### config.mk
export PLATFORM = sky130hd
export DESIGN_NAME = q_dot_sequencer
export DESIGN_NICKNAME = d
export VERILOG_FILES = /design/src/rtl/q_dot_sequencer.sv
export SDC_FILE = /design/constraint.sdc
export NUM_CORES = 1
export LEC_CHECK = 0
export ABC_CLOCK_PERIOD_IN_PS = 17900
export BUFFER_PORTS_ARGS = -buffer_cell sky130_fd_sc_hd__buf_4
export CAP_MARGIN = 20
export CORE_AREA = 2 2 253 255
export DETAILED_ROUTE_END_ITERATION = 10
export DIE_AREA = 0 0 255 257
export GPL_ROUTABILITY_DRIVEN = 0
export PLACE_DENSITY = 0.58
export SLEW_MARGIN = 40
export SYNTH_ARGS = -nofsm -noshare
export SYNTH_HDL_FRONTEND = slang
export SYNTH_SLANG_ARGS = --single-unit
### constraint.sdc
create_clock -name clk -period 17.9 [get_ports clk]
set_input_delay 0.895 -clock clk [delete_from_list [all_inputs] [get_ports clk]]
set_output_delay 0.895 -clock clk [all_outputs]
set_load 0.02 [all_outputs]
### src/rtl/q_dot_sequencer.sv
// Signed Q16.48 dot-product sequencer: streams one component pair per cycle
// through an external shared multiplier and accumulates with saturation.
module q_dot_sequencer #(
    parameter int VEC_LEN = 3,
    parameter int IDX_W   = 3
) (
    input  logic                     clk,
    input  logic                     reset,
    input  logic                     in_valid,
    output logic                     in_ready,
    input  logic [64*VEC_LEN-1:0]    in_a,
    input  logic [64*VEC_LEN-1:0]    in_b,
    output logic                     out_valid,
    input  logic                     out_ready,
    output logic signed [63:0]       out_res,
    output logic                     out_sat,
    output logic [63:0]              mul_a,
    output logic [63:0]              mul_b,
    input  logic signed [63:0]       mul_res
);

    localparam int DATA_W = 64;

    typedef enum logic [1:0] {S_IDLE, S_MUL, S_DONE} state_t;

    state_t                      r_state;
    state_t                      w_next;
    logic [IDX_W-1:0]            r_idx;
    logic [DATA_W*VEC_LEN-1:0]   r_a;
    logic [DATA_W*VEC_LEN-1:0]   r_b;
    logic signed [DATA_W-1:0]    r_acc;
    logic                        r_sat;
    logic [DATA_W-1:0]           w_opa;
    logic [DATA_W-1:0]           w_opb;
    logic                        w_last;
    logic                        w_accept;

    function automatic logic add_ovf(input logic signed [DATA_W-1:0] a,
                                     input logic signed [DATA_W-1:0] b);
        logic signed [DATA_W:0] s;
        s = {a[DATA_W-1], a} + {b[DATA_W-1], b};
        return s[DATA_W] != s[DATA_W-1];
    endfunction

    // Clamp toward the sign of the 65-bit true sum on overflow.
    function automatic logic signed [DATA_W-1:0] sat_add(input logic signed [DATA_W-1:0] a,
                                                         input logic signed [DATA_W-1:0] b);
        logic signed [DATA_W:0] s;
        s = {a[DATA_W-1], a} + {b[DATA_W-1], b};
        if (s[DATA_W] != s[DATA_W-1])
            return s[DATA_W] ? {1'b1, {(DATA_W-1){1'b0}}} : {1'b0, {(DATA_W-1){1'b1}}};
        return s[DATA_W-1:0];
    endfunction

    assign w_last   = (r_idx == IDX_W'(VEC_LEN-1));
    assign w_accept = in_valid && in_ready;

    always_comb begin
        w_opa = '0;
        w_opb = '0;
        for (int i = 0; i < VEC_LEN; i++) begin
            if (r_idx == IDX_W'(i)) begin
                w_opa = r_a[DATA_W*i +: DATA_W];
                w_opb = r_b[DATA_W*i +: DATA_W];
            end
        end
    end

    always_ff @(posedge clk or posedge reset) begin
        if (reset)
            r_state <= S_IDLE;
        else
            r_state <= w_next;
    end

    always_comb begin
        w_next = r_state;
        case (r_state)
            S_IDLE:  if (w_accept) w_next = S_MUL;
            S_MUL:   if (w_last) w_next = S_DONE;
            S_DONE:  if (out_ready) w_next = S_IDLE;
            default: w_next = S_IDLE;
        endcase
    end

    always_comb begin
        in_ready  = (r_state == S_IDLE);
        out_valid = (r_state == S_DONE);
        mul_a     = '0;
        mul_b     = '0;
        if (r_state == S_MUL) begin
            mul_a = w_opa;
            mul_b = w_opb;
        end
    end

    // Operands are snapshotted at accept so the upstream stage may move on.
    always_ff @(posedge clk or posedge reset) begin
        if (reset) begin
            r_idx <= '0;
            r_a   <= '0;
            r_b   <= '0;
            r_acc <= '0;
            r_sat <= 1'b0;
        end else begin
            case (r_state)
                S_IDLE: begin
                    if (w_accept) begin
                        r_a   <= in_a;
                        r_b   <= in_b;
                        r_acc <= '0;
                        r_sat <= 1'b0;
                        r_idx <= '0;
                    end
                end
                S_MUL: begin
                    r_acc <= sat_add(r_acc, mul_res);
                    r_sat <= r_sat | add_ovf(r_acc, mul_res);
                    if (!w_last)
                        r_idx <= r_idx + 1'b1;
                end
                default: ;
            endcase
        end
    end

    assign out_res = r_acc;
    assign out_sat = r_sat;

endmodule

Yosys cells after proc, flatten, opt, wreduce, memory -nomap -nowiden
Index checks and enable logic that the tools add are counted.
- reduce and logical (&&, ||, !) cells: 8
- equal/unequal tests: 9
- multiplexer cells: 24
- $lt $le $gt $ge: 0
- shift operators: 0
- $add $sub $neg: 2
- divide/modulo/power cells: 0
- bitwise logic cells: 1
- multipliers: 0
- operators with widths (operator ; number):
    2-to-1 mux 64 bit ; 12
    case mux 64 bit (2 select lines) ; 1
    adder 64 x 64 -> 65 bit ; 1
    2-to-1 mux 2 bit ; 3
    2-to-1 mux 3 bit ; 2
    case mux 2 bit (3 select lines) ; 1
    case mux 3 bit (2 select lines) ; 1
    AND reduction 3 bit ; 2
    inequality test 2 x 1 -> 1 bit, second input constant ; 2
    inequality test 2 bit, second input constant ; 2
    AND reduction 2 bit ; 2
    adder 3 x 1 -> 3 bit, second input constant ; 1
    == test 3 x 1 -> 1 bit, second input constant ; 1
    == test 3 x 2 -> 1 bit, second input constant ; 1
    zero test 3 bit ; 1
    2-to-1 mux 1 bit ; 3
    == test 2 x 1 -> 1 bit, second input constant ; 1
    == test 2 bit, second input constant ; 1
    zero test 2 bit ; 1
    case mux 1 bit (2 select lines) ; 1
    nonzero test 2 bit ; 1
    logical AND 1 bit ; 1
    inequality test 1 bit ; 1
    bitwise OR 1 bit ; 1
- memories: 0
- ROM bits: 0
- latch bits: 0
- flip-flop bits (word level): 454
- memory bits (writable): 0
- output and inout bits: 195
- input port bits: 452

Longest topological paths before layout
Gate-level depths: netlist (run 1).
- depth after elaboration: 6
- mapped depth: 13

Worst setup path before layout (run 1)
OpenSTA, ideal clock, no wires.
- kind: input to register
- start point: input mul_res[0]
- end point: register r_acc[52] (netlist: out_res[52])
- setup time: 0.076 ns
- path buffers: 1
- data arrival time: 3.548 ns
- cell stages on the path: 13
- setup slack: 14.276 ns
- data required time: 17.824 ns
- path through: ha_1 -> fa_1 -> a211oi_1 -> o211ai_1 -> a31oi_1 -> a211oi_1 -> o2111ai_1 -> nand3_1 -> a41oi_2 -> xnor2_2 -> clkbuf_1 -> nor2_1 -> o21ai_1
- longest elaborated chain between the ends: 6
- elaborated cells on any way between the ends: 8
- ends and longest elaborated chain (element ; line ; RTL):
    start, declared ; 19 ; input logic signed [63:0] mul_res
    adder 64 x 64 -> 65 bit * ; 49 ; s = {a[DATA_W-1], a} + {b[DATA_W-1], b};
    inequality test 1 bit ; 50 ; if (s[DATA_W] != s[DATA_W-1])
    2-to-1 mux 1 bit ; 50 ;
    2-to-1 mux 1 bit ; 106 ; case (r_state)
    2-to-1 mux 64 bit * ; 52 ; return s[DATA_W-1:0];
    case mux 64 bit (2 select lines) * ; 106 ;
    end signal, assigned ; 117 ; r_acc <= sat_add(r_acc, mul_res);
    end, declared ; 31 ; logic signed [DATA_W-1:0] r_acc;
Every way passes the cells marked *; elsewhere a longest branch is shown, timed or not. The select of a mux whose other input is x is not followed.
A chain may end at the register's enable or synchronous reset.

Worst setup path after layout (run 1)
- start point: register r_acc[0] (netlist: out_res[0])
- end point: register r_acc[62] (netlist: out_res[62])
- longest elaborated chain between the ends: 6
- elaborated cells on any way between the ends: 8
- ends and longest elaborated chain (element ; line):
    adder 64 x 64 -> 65 bit * ; 49
    inequality test 1 bit ; 50
    2-to-1 mux 1 bit ; 50
    2-to-1 mux 1 bit ; 106
    2-to-1 mux 64 bit * ; 52
    case mux 64 bit (2 select lines) * ; 106
Marks and branches as above.

==> summary.txt, run 1 <==
Critical path
  – Crit path capture type: register
  – Slowest CP cell: buf_4
  – R2R Setup Slk: 13.37 ns
  – WS Path Type: reg2reg
  – CP cell instances: ha_1 > fa_1 > a211oi_1 > o211ai_1 > a31oi_1 > a211oi_1 > o2111ai_1 > nand3_1 > a41oi_2 > nand3_1 > o211ai_4 > buf_4 > o21ai_0
  – Worst EP required: 18.34 ns
  – Crit start category: register
  – Crit Path Max Fanout: 47
  – Max incr delay on CP: 0.57 ns
  – Worst Path Arrival: 4.98 ns

Routing
  – Mean routed wirelength per cell: 20.33 microns
  – Iter 0 DRT Violations: 1766
  – Via density per instance: 5.191
  – DR vias: approximately 23k
  – Post-DRT Antenna Nets: 0
  – DRC Markers: 0
  – Router iterations before antenna repair: 7
  – Detailed-route wire length: 88.59 mm

Pwr
  – Cell area power density: 199.6 nW/um^2
  – Leakage power: 15.67 nW
  – Worst vdd ir: 91.13 uV

Logic synthesis
  – Mapped cell area: 23140 sq um
  – Yosys reg bits: 454
  – Syn. warnings: 0
  – Net Count, Synth: between 3k and 4k
  – Synth top area share: 0.4910
  – Post-synth EDFFs: 0
  – Post-synth top area cell: dfrtp_1
  – Syn_area_per_cell: 7.913 sq um
  – Top post-synthesis cells by area: dfrtp_1 49%, nand2_1 23%, a22oi_1 4.2%
  – Synth unique cells: 60
  – Post-synthesis cell count: 2924
  – Ys flop type: dfrtp_1
  – Synth async-reset ratio: 1.000
  – Sequential element share of the synthesized area: 0.4910

Global route
  – Antenna violations before repair: 24
  – First-pass GRT wire length: 134.8 mm
  – Number of global-route vias before repair: around 23k
  – Largest net degree at the start of global routing: around 190
  – GRT Util Overall: 0.2652
  – Grt ovf: 0

Flow run
  – Max-Cap Viols: 0

Place
  – Cell Area, Placed: 28670 sq um
  – Detailed placement HPWL: ~63 mm
  – Port buffer count: 646

STA
  – Worst-margin pin slew: 0.8774 ns
  – Period utilization: 0.2533
  – Final Setup Violations: 0
  – Pins Over Slew Limit: 0
  – Min cycle time layout: 4.534 ns
  – Clk_skew: 0.02118 ns
  – FMAX: 220.5 MHz
  – Final setup TNS: 0 ns
  – Final Hold Vio Count: 0
  – Relative slew slack: 0.4097
  – RSZ-0062 raised after global routing: false

Floorplan
  – Die ar.: between 60000 and 70000 sq um
  – Num ports: 647
  – Initial core utilization: 0.3688
  – Total core area: 62740 sq um
  – Die Ht: 257 microns
  – Die X: 255 microns
  – Rows: 92

Clock tree
  – Hold_buf cts: 0
  – CTS tree: done
  – Clk root buf: clkbuf_16
  – Setup Fix Bufs, Post-CTS: 0
  – Clock Latency Late Sink: 0.60 ns
  – Cts bufs inserted: 52
  – Worst-path clk slew: 0.06 ns
  – # H-tree levels: 2
  – # clock sinks: between 400 and 500
  – Clock buffer depth: 3
  – Cts repair resizes: 0

Final layout
  – Layout cells sized above 1: 0.2206
  – # fillers: 6217
  – Area grow syn2layout: 31.77%
  – Final nets: 3978
  – Design Area, Final: 30490 sq um

Status
  – Outcome: finished, final reports clean

Hold path
  – Hold Crit Class: in2async
==> Yosys cell counts (3+ instances only) <==
library cell and instances:
a2111oi_0 4, a211oi_1 12, a21boi_0 4, a21o_1 29
a21oi_1 69, a22oi_1 129, a31oi_1 14, and2_1 4
and4_1 3, buf_1 15, buf_2 4, buf_4 6
clkbuf_1 165, dfrtp_1 454, ha_1 68, inv_1 22
nand2_1 1403, nand2b_1 5, nand3_1 18, nand3b_1 3
nand4_1 22, nor2_1 92, nor2b_1 7, nor3_1 10
nor3b_1 3, nor4_1 4, o2111ai_1 3, o211a_1 4
o211ai_1 6, o21a_1 7, o21ai_0 162, o21ai_1 66
o21bai_1 9, o31ai_1 8, xnor2_1 33, xor2_1 27
==> layout make-up <==
class                      count  area (sq um)  area share
clock buffer                  81          1582     0.05187
multi-input combinational   2258         11030      0.3618
sequential                   454         11360      0.3726
inverter                      22         95.09    0.003119
timing repair buffer         669          5171      0.1696
clock inverter                15         157.7    0.005171
antenna                       13         32.53    0.001067
tap                          846          1059     0.03472
==> critical path: cells and delay by family, from the launching register on <==
kind,cells,cell delay (ns)
compound gates,8,2.21
fa+ha+maj,2,0.77
buf+inv,1,0.57
flops,1,0.43
simple gates,2,0.36
==> per-stage QoR <==
step / hold WS [ns] / cells / total power [mW] / setup slack [ns] / util
after floorplan: 0.4455 / 2924 / 3.844 / 4.350 / -
after global placement: 0.4568 / 4244 / 4.916 / 12.99 / 0.4552
after detailed placement: 0.4620 / 4247 / 4.989 / 12.93 / 0.4570
after CTS: 0.3774 / 4343 / 6.097 / 13.44 / 0.4847
after global routing: 0.3781 / 4356 / 6.544 / 13.04 / 0.4859
final: 0.3465 / 4358 / 6.087 / 13.37 / 0.4860
==> layout by cell type, fill, tap and decap left out, types with 5 or more instances in the layout <==
cell,instances
nor2b_1,6
clkbuf_8,15
nand2b_1,5
dfrtp_1,454
o211ai_1,6
buf_12,5
xor2_1,27
xnor2_1,33
inv_1,21
a211oi_1,12
nand4_1,22
a22oi_1,129
a21o_1,29
o31ai_1,8
o21ai_1,66
buf_4,654
a21oi_1,69
nor3_1,10
o21ai_0,162
nor2_1,91
o21a_1,7
ha_1,68
clkinv_2,10
clkbuf_16,53
diode_2,13
a31oi_1,14
nand2_1,1401
nand3_1,18
o21bai_1,8
buf_6,7
clkbuf_1,13
==> path summary, 6_finish.rpt <==
| kind | from | to | cells past startpoint |
|---|---|---|---|
| worst min register to register | r_b[125]$_DFFE_PP0P_ | r_b[125]$_DFFE_PP0P_ | 2 |
| max in group asynchronous | reset | r_a[141]$_DFFE_PP0P_ | 5 |
| worst min-delay path | reset | r_b[155]$_DFFE_PP0P_ | 2 |
| worst max register to register | out_res[0]$_DFFE_PP0P_ | out_res[62]$_DFFE_PP0P_ | 13 |
| worst max-delay path | out_res[0]$_DFFE_PP0P_ | out_res[62]$_DFFE_PP0P_ | 13 |
| min in group clk | r_b[125]$_DFFE_PP0P_ | r_b[125]$_DFFE_PP0P_ | 2 |
==> state kept, by name, summed over array words and instances, names as in the netlist <==
signal,count
r_idx,3
out_sat,1
r_state,2
r_b,192
out_res,64
r_a,192
==> power breakdown <==
part / leakage [nW] / total (mW) / internal, mW / switching (mW)
Combinational: 9.18 / 3.16 / 1.14 / 2.03
Sequential: 5.62 / 1.84 / 1.53 / 0.311
Clock: 0.863 / 1.08 / 0.637 / 0.447
Total: 15.7 / 6.09 / 3.30 / 2.78
==> kinds of logic after synthesis <==
logic type | count (synthesis) | share of synthesized area
buf+inv | 212 | 0.03558
compound gates | 544 | 0.1461
simple gates | 1584 | 0.2663
xor+xnor | 61 | 0.02341
flops | 454 | 0.4910
fa+ha+maj | 69 | 0.03764
==> metal layers <==
metal | wire, microns | global-route usage
met1 | 34890 | 0.3268
met2 | 42000 | 0.4361
met3 | 8909 | 0.08689
met4 | 2594 | 0.08756
met5 | 189 | 0
Power figures use the tool's default switching activity.
==> run 2: changes to the inputs <==
Settings changed: ABC_CLOCK_PERIOD_IN_PS 17900 to 3900, PLACE_DENSITY 0.58 to 0.6.
Clock period 17.9 ns to 3.9 ns, I/O delays scaled along.
==> run 2 against run 1 <==
Compared with the run above:
- clock skew down 0.0078 ns
- core utilization up 6.7 points
- hold slack worse by 0.25 ns
- fmax up 24%
- highest routed layer unchanged
- register-to-register slack worse by 13 ns
- setup slack worse by 13 ns
- clock power rose to 4.8 times the previous value
- sequential power rose to 4.6 times the previous value
- clock-buffer cell count down 12
- combinational power rose to 4.8 times the previous value
- first-iteration DRC count up 19%
- critical path depth unchanged
==> summary.txt, run 2 (synthesis results as in run 1) <==
Final layout
  – Commonest non-fill, non-tap cell in the layout: nand2_1
  – Fin cells: 4769 (+9.4%)
  – Commonest non-fill, non-tap cells in the layout: 1401 x nand2_1, 669 x buf_4, 454 x dfrtp_1, 386 x dlygate4sd3_1, 162 x o21ai_0
  – Final nets: 4386 (+10%)
  – Sequential cell area: 11360 sq um (unchanged)
  – # fillers: 5721 (-8.0%)
  – Area grow syn2layout: 50.03%
  – Layout cells sized above 1: 0.2050 (-0.01562)
  – Multi-input logic area: 11040 sq um (about the same)
  – Finished Core Util: 0.5534 (+0.06735)

Clock tree
  – # clock sinks: 454 (unchanged)
  – Clk root buf: clkbuf_16
  – Cts bufs inserted: 51 (-1.9%)
  – CTS tree: done
  – Setup Fix Bufs, Post-CTS: 0 (unchanged)
  – # H-tree levels: 2 (unchanged)
  – Clock Latency Late Sink: 0.59 ns (about the same)
  – Clock buffer depth: 3 (unchanged)
  – Worst-path clk slew: 0.06 ns (about the same)

Routing
  – Router iterations before antenna repair: 5 (-2)
  – Via density per instance: 5.043 (-2.8%)
  – Detailed-route wire length: 90.54 mm (+2.2%)
  – Mean routed wirelength per cell: 18.99 microns (-6.6%)
  – DRC Markers: 0 (unchanged)
  – Post-DRT Antenna Nets: 0 (unchanged)
  – Iter 0 DRT Violations: 2098 (+19%)
  – DR vias: 24.05k (+6.3%)

Place
  – DP Worst Slack: 0.1651 ns (-12.77 ns)
  – Detailed placement HPWL: 62.37 mm (-1.4%)
  – Port buffer count: 646 (unchanged)
  – Placed insts: 4272 (+0.59%)

STA
  – Period utilization: 0.9390 (+0.6857)
  – Final setup TNS: 0 ns (unchanged)
  – Min cycle time layout: 3.662 ns (-0.8724 ns)
  – Worst setup margin: 0.2380 ns (-13.13 ns)
  – Pins Over Slew Limit: 0 (unchanged)
  – Worst-margin pin slew: 0.8237 ns (-0.05370 ns)
  – FMAX: 273.1 MHz (+24%)
  – Clk_skew: 0.01339 ns (-0.007793 ns)
  – RSZ-0062 raised after global routing: false
  – Final Setup Violations: 0 (unchanged)
  – Relative slew slack: 0.4509 (+0.04119)
  – Final Hold Vio Count: 0 (unchanged)

Critical path
  – Worst setup endpoint: out_res[2]$_DFFE_PP0P_
  – R2R Setup Slk: 0.24 ns (-13.13 ns)
  – Crit start category: register
  – Worst EP required: 4.36 ns (-13.98 ns)
  – Crit path capture type: register
  – Worst Path Arrival: 4.12 ns (-0.86 ns)
  – Worst Setup SP: out_res[0]$_DFFE_PP0P_
  – Reg2reg end: out_res[2]$_DFFE_PP0P_
  – Reg2Reg Depth: 13 (unchanged)
  – WS Path Type: reg2reg
  – Reg2Reg Launch Point: out_res[0]$_DFFE_PP0P_
  – Crit Path Max Fanout: 31 (-34%)

Global route
  – Grt ovf: 0 (unchanged)
  – Largest net degree at the start of global routing: 132 (-29%)
  – Number of global-route vias before repair: 24.31k (+7.2%)
  – Antenna violations before repair: 19 (-21%)
  – GRT Util Overall: 0.2708 (+0.005664)
  – First-pass GRT wire length: 139.3 mm (+3.4%)

Pwr
  – Leakage power: 17.47 nW (+11%)
  – Worst vdd ir: 442.9 uV (+390%)
  – Cell area power density: 830.7 nW/um^2 (+320%)
  – Total power: 28.84 mW (+370%)

Status
  – Outcome: finished, final reports clean

Floorplan
  – Rows: 92 (unchanged)
  – Die Ht: 257 microns (unchanged)
  – Die X: 255 microns (unchanged)
  – Total core area: 62740 sq um (unchanged)
  – Initial core utilization: 0.3688 (unchanged)
  – Die ar.: 65540 sq um (unchanged)
  – Num ports: 647 (unchanged)

Hold path
  – Hold Crit Class: in2reg

Flow run
  – Max-Cap Viols: 0 (unchanged)
==> run 2: changes by cell type in the layout (fill, tap and decap cells not counted), moves of 2 or more <==
cell,before,now
buf_12,5,23
buf_16,3,0
buf_4,654,669
buf_6,7,0
bufinv_16,2,6
clkbuf_1,13,7
clkbuf_8,15,9
clkinv_2,10,16
clkinv_4,0,2
diode_2,13,16
dlygate4sd3_1,0,386
==> run 2: through the flow <==
stage          cell area (sq um)  hold slack [ns]
4_1_cts                    34660          0.06313
3_3_place_gp               29010           0.2545
5_1_grt                    34700           0.1057
6_report                   34710          0.09180
2_1_floorplan              23140           0.3004
3_5_place_dp               29010           0.2527
==> run 2: area by class of cell <==
| type | count | area share |
|---|---|---|
| Clock buffer | 69 | 0.04253 |
| Sequential cell | 454 | 0.3273 |
| Inverter | 22 | 0.002487 |
| Antenna cell | 16 | 0.001153 |
| Multi-Input combinational cell | 2258 | 0.3180 |
| Timing Repair Buffer | 1078 | 0.2692 |
| Tap cell | 846 | 0.03049 |
| Clock inverter | 26 | 0.008794 |
==> run 2: worst min-delay path by stage <==
stage,start,to,slack (ns),cells after the start
global placement,reset,r_b[36]$_DFFE_PP0P_,0.25,2
detailed placement,reset,r_b[36]$_DFFE_PP0P_,0.25,2
floorplan,in_a[0],r_a[0]$_DFFE_PP0P_,0.30,2
CTS,in_valid,out_res[13]$_DFFE_PP0P_,0.06,4
global route,in_valid,out_res[8]$_DFFE_PP0P_,0.11,4
finish,in_valid,out_res[13]$_DFFE_PP0P_,0.09,4
==> run 2: per-layer routing <==
metal	vias up	global-route usage	part of all wire
li1	11490	-	-
met1	11420	0.3495	0.41
met2	906	0.4396	0.47
met3	216	0.05948	0.078
met4	14	0.1096	0.042
met5	-	0	0.00088
==> run 2: critical path, stage by stage, from the launching register on <==
cell	delay, ns
dfrtp_1	0.42
ha_1	0.27
fa_1	0.44
a211oi_1	0.29
o211ai_1	0.19
a31oi_2	0.27
a211oi_1	0.15
o2111ai_1	0.24
nand3_1	0.18
a41oi_4	0.38
nand3_1	0.18
o211ai_4	0.17
buf_12	0.24
o21ai_1	0.11
==> run 2: power breakdown <==
group | switching (mW) | total (mW) | internal (mW)
combinational | 9.47 | 15.3 | 5.82
sequential | 1.37 | 8.40 | 7.03
clock | 2.09 | 5.14 | 3.06
==> run 2: what timing repair did <==
item	4_1_cts	5_1_grt
hold buffers	386	0
gates resized for setup	0	2
setup endpoints to repair	0	61
endpoints found under the hold margin	433	0
==> run 3: changes to the inputs <==
Settings changed: ABC_CLOCK_PERIOD_IN_PS 3900 to 4050, PLACE_DENSITY 0.6 to 0.58.
Clock period 3.9 ns to 4.05 ns, I/O delays scaled along.
==> run 3 against run 2 <==
Compared with the run above:
- via count increased by 1.3%
- hold slack gained 0.0031 ns
- core utilization is essentially flat
- global-route usage rose by 0.052 points
- largest cell class unchanged
- highest routed layer unchanged
==> summary.txt, run 3 (synthesis results as in run 1) <==
Status
  – Outcome: finished, final reports clean

Routing
  – Detailed-route wire length: 91.49 mm (+1.0%)
  – Router iterations before antenna repair: 6 (+1)
  – Via density per instance: 5.107 (+1.3%)
  – DRC Markers: 0 (unchanged)
  – DR vias: 24.36k (+1.3%)
  – Post-DRT Antenna Nets: 0 (unchanged)
  – Mean routed wirelength per cell: 19.18 microns (+1.0%)
  – Iter 0 DRT Violations: 2157 (+2.8%)

Global route
  – Number of global-route vias before repair: 24.84k (+2.2%)
  – Most used routing layer: met2
  – Antenna violations before repair: 28 (+9)
  – Largest net degree at the start of global routing: 136 (+3.0%)
  – First-pass GRT wire length: 139.3 mm (about the same)
  – Grt ovf: 0 (unchanged)
  – GR Util met3: 0.06079 (+0.001315)
  – GRT Util Overall: 0.2714 (+0.0005202)
  – Met2 Resource Use GR: 0.4523 (+0.01268)
  – Met1 Use GR: 0.3434 (-0.006175)

Final layout
  – Final nets: 4380 (-0.14%)
  – Finished Core Util: 0.5531 (about the same)
  – Commonest non-fill, non-tap cells in the layout: 1401 x nand2_1, 667 x buf_4, 454 x dfrtp_1, 386 x dlygate4sd3_1, 162 x o21ai_0
  – # fillers: 5708 (-0.23%)
  – Layout cells sized above 1: 0.2036 (-0.001427)
  – Area grow syn2layout: 49.97% (about the same)
  – Commonest non-fill, non-tap cell in the layout: nand2_1

Pwr
  – Register share of total power: 0.290 (about the same)
  – Leakage power: 17.45 nW (-0.14%)
  – Combinational group share of total power: 0.525 (-0.005)
  – Clock power frac: 0.185 (+0.007)
  – Total power: 27.91 mW (-3.2%)
  – Switching share of power: 0.4475 (-0.0008533)
  – P_sw: 12.49 mW (-3.4%)
  – Cell area power density: 804.3 nW/um^2 (-3.2%)
  – Worst vdd ir: 457.6 uV (+3.3%)
  – Int Pwr: 15.42 mW (-3.1%)

Clock tree
  – Cts bufs inserted: 52 (+2.0%)
  – Clock Latency Late Sink: 0.59 ns (about the same)
  – Clock buffer depth: 3 (unchanged)
  – Worst-path clk slew: 0.06 ns (about the same)
  – CTS tree: done
  – # H-tree levels: 2 (unchanged)
  – Clk root buf: clkbuf_16
  – # clock sinks: 454 (unchanged)

STA
  – FMAX: 267.6 MHz (-2.0%)
  – RSZ-0062 raised after global routing: false
  – Final Setup Violations: 0 (unchanged)
  – Min cycle time layout: 3.736 ns (+0.07429 ns)
  – Period utilization: 0.9226 (-0.01643)
  – Clk_skew: 0.01849 ns (+0.005100 ns)
  – Hold Slack: 0.09487 ns (+0.003069 ns)
  – Relative slew slack: 0.4473 (-0.003618)
  – Final Hold Vio Count: 0 (unchanged)
  – Pins Over Slew Limit: 0 (unchanged)
  – Worst setup margin: 0.3137 ns (+0.07571 ns)
  – Worst-margin pin slew: 0.8291 ns (+0.005428 ns)

Floorplan
  – Initial core utilization: 0.3688 (unchanged)
  – Die ar.: 65540 sq um (unchanged)
  – Die Ht: 257 microns (unchanged)
  – Num ports: 647 (unchanged)
  – Total core area: 62740 sq um (unchanged)
  – Die X: 255 microns (unchanged)
  – Rows: 92 (unchanged)

Critical path
  – Crit Path Max Fanout: 20 (-35%)
  – WS Path Type: reg2reg
  – Crit path capture type: register
  – Worst EP required: 4.50 ns (+0.14 ns)
  – Slowest CP cell: a31oi_1
  – Max incr delay on CP: 0.61 ns (+0.17 ns)
  – CP cell instances: ha_1 > o211ai_1 > o21ai_0 > a31o_2 > nand4_1 > a31oi_1 > o22ai_2 > o21ai_2 > nand3_1 > o211ai_4 > buf_4 > o21ai_1
  – Worst Path Arrival: 4.19 ns (+0.07 ns)
  – Crit start category: register

Hold path
  – Hold Crit Class: in2reg

Place
  – Detailed placement HPWL: 63.29 mm (+1.5%)
  – DP Worst Slack: 0.3525 ns (+0.1874 ns)
  – Port buffer count: 646 (unchanged)

Flow run
  – Max-Cap Viols: 0 (unchanged)
-- run 3: cell count changes in the layout (fill, tap and decap cells not counted), sizes merged --
cell    change
clkinv     -10
clkbuf      +9
buf         -7
diode       +7
bufinv      +1
-- run 3: path summary, 6_finish.rpt --
kind                                             start  cells after the start  slack [ns]                       to
worst min-delay path                          in_valid                      4        0.09  out_res[15]$_DFFE_PP0P_
worst min register to register    r_a[137]$_DFFE_PP0P_                      2        0.47     r_a[137]$_DFFE_PP0P_
min in group asynchronous                        reset                      3        0.21     r_b[148]$_DFFE_PP0P_
max in group asynchronous                        reset                      5        2.76  out_res[50]$_DFFE_PP0P_
worst max register to register  out_res[4]$_DFFE_PP0P_                     12        0.31  out_res[44]$_DFFE_PP0P_
worst max-delay path            out_res[4]$_DFFE_PP0P_                     12        0.31  out_res[44]$_DFFE_PP0P_
-- run 3: worst max-delay path, delay by kind of cell (launching register included) --
kind | cells | cell delay (ns)
AO/OA/AOI/OAI | 8 | 2.13
adder cells (fa/ha/maj) | 1 | 0.39
buffers and inverters | 1 | 0.29
flip-flops | 1 | 0.41
AND/OR/NAND/NOR | 2 | 0.35
-- run 3: repair_timing --
item | in CTS | in global routing
hold buffers | 386 | 0
buffers inserted | 0 | 0
hold endpoints to repair | 418 | 0
gates resized for setup | 0 | 0
-- run 3: area by class of cell --
class / instances / area, sq um / area share
diodes: 23 / 57.56 / 0.001659
clock buffers: 78 / 1610 / 0.04640
clock inverters: 17 / 277.8 / 0.008005
inverters: 22 / 86.33 / 0.002488
multi-input cells: 2258 / 11030 / 0.3179
flip-flops and latches: 454 / 11360 / 0.3274
well taps: 846 / 1059 / 0.03050
repair buffers: 1071 / 9218 / 0.2656
-- run 3: layer usage --
metal | wire [microns] | up-vias
met5 | 57 | -
met4 | 3345 | 10
met3 | 7348 | 201
met2 | 43980 | 998
met1 | 36760 | 11660
li1 | - | 11480
-- run 3: power by group through the flow --
stage	combinational, mW	clock, mW	sequential [mW]
final	14.6	5.16	8.10
after global placement	14.1	0	8.00
after floorplan	8.81	0	8.18
after CTS	14.6	5.27	8.05
after detailed placement	14.2	0	8.11
after global routing	16.1	5.46	8.34
-- run 3: metrics by stage --
step,TNS (ns),area (sq um),std cells
floorplan,-1041.28,23140,2924
detailed placement,0,28890,4265
CTS,0,34640,4746
finish,0,34700,4769
global route,0,34690,4766
global placement,0,28860,4263
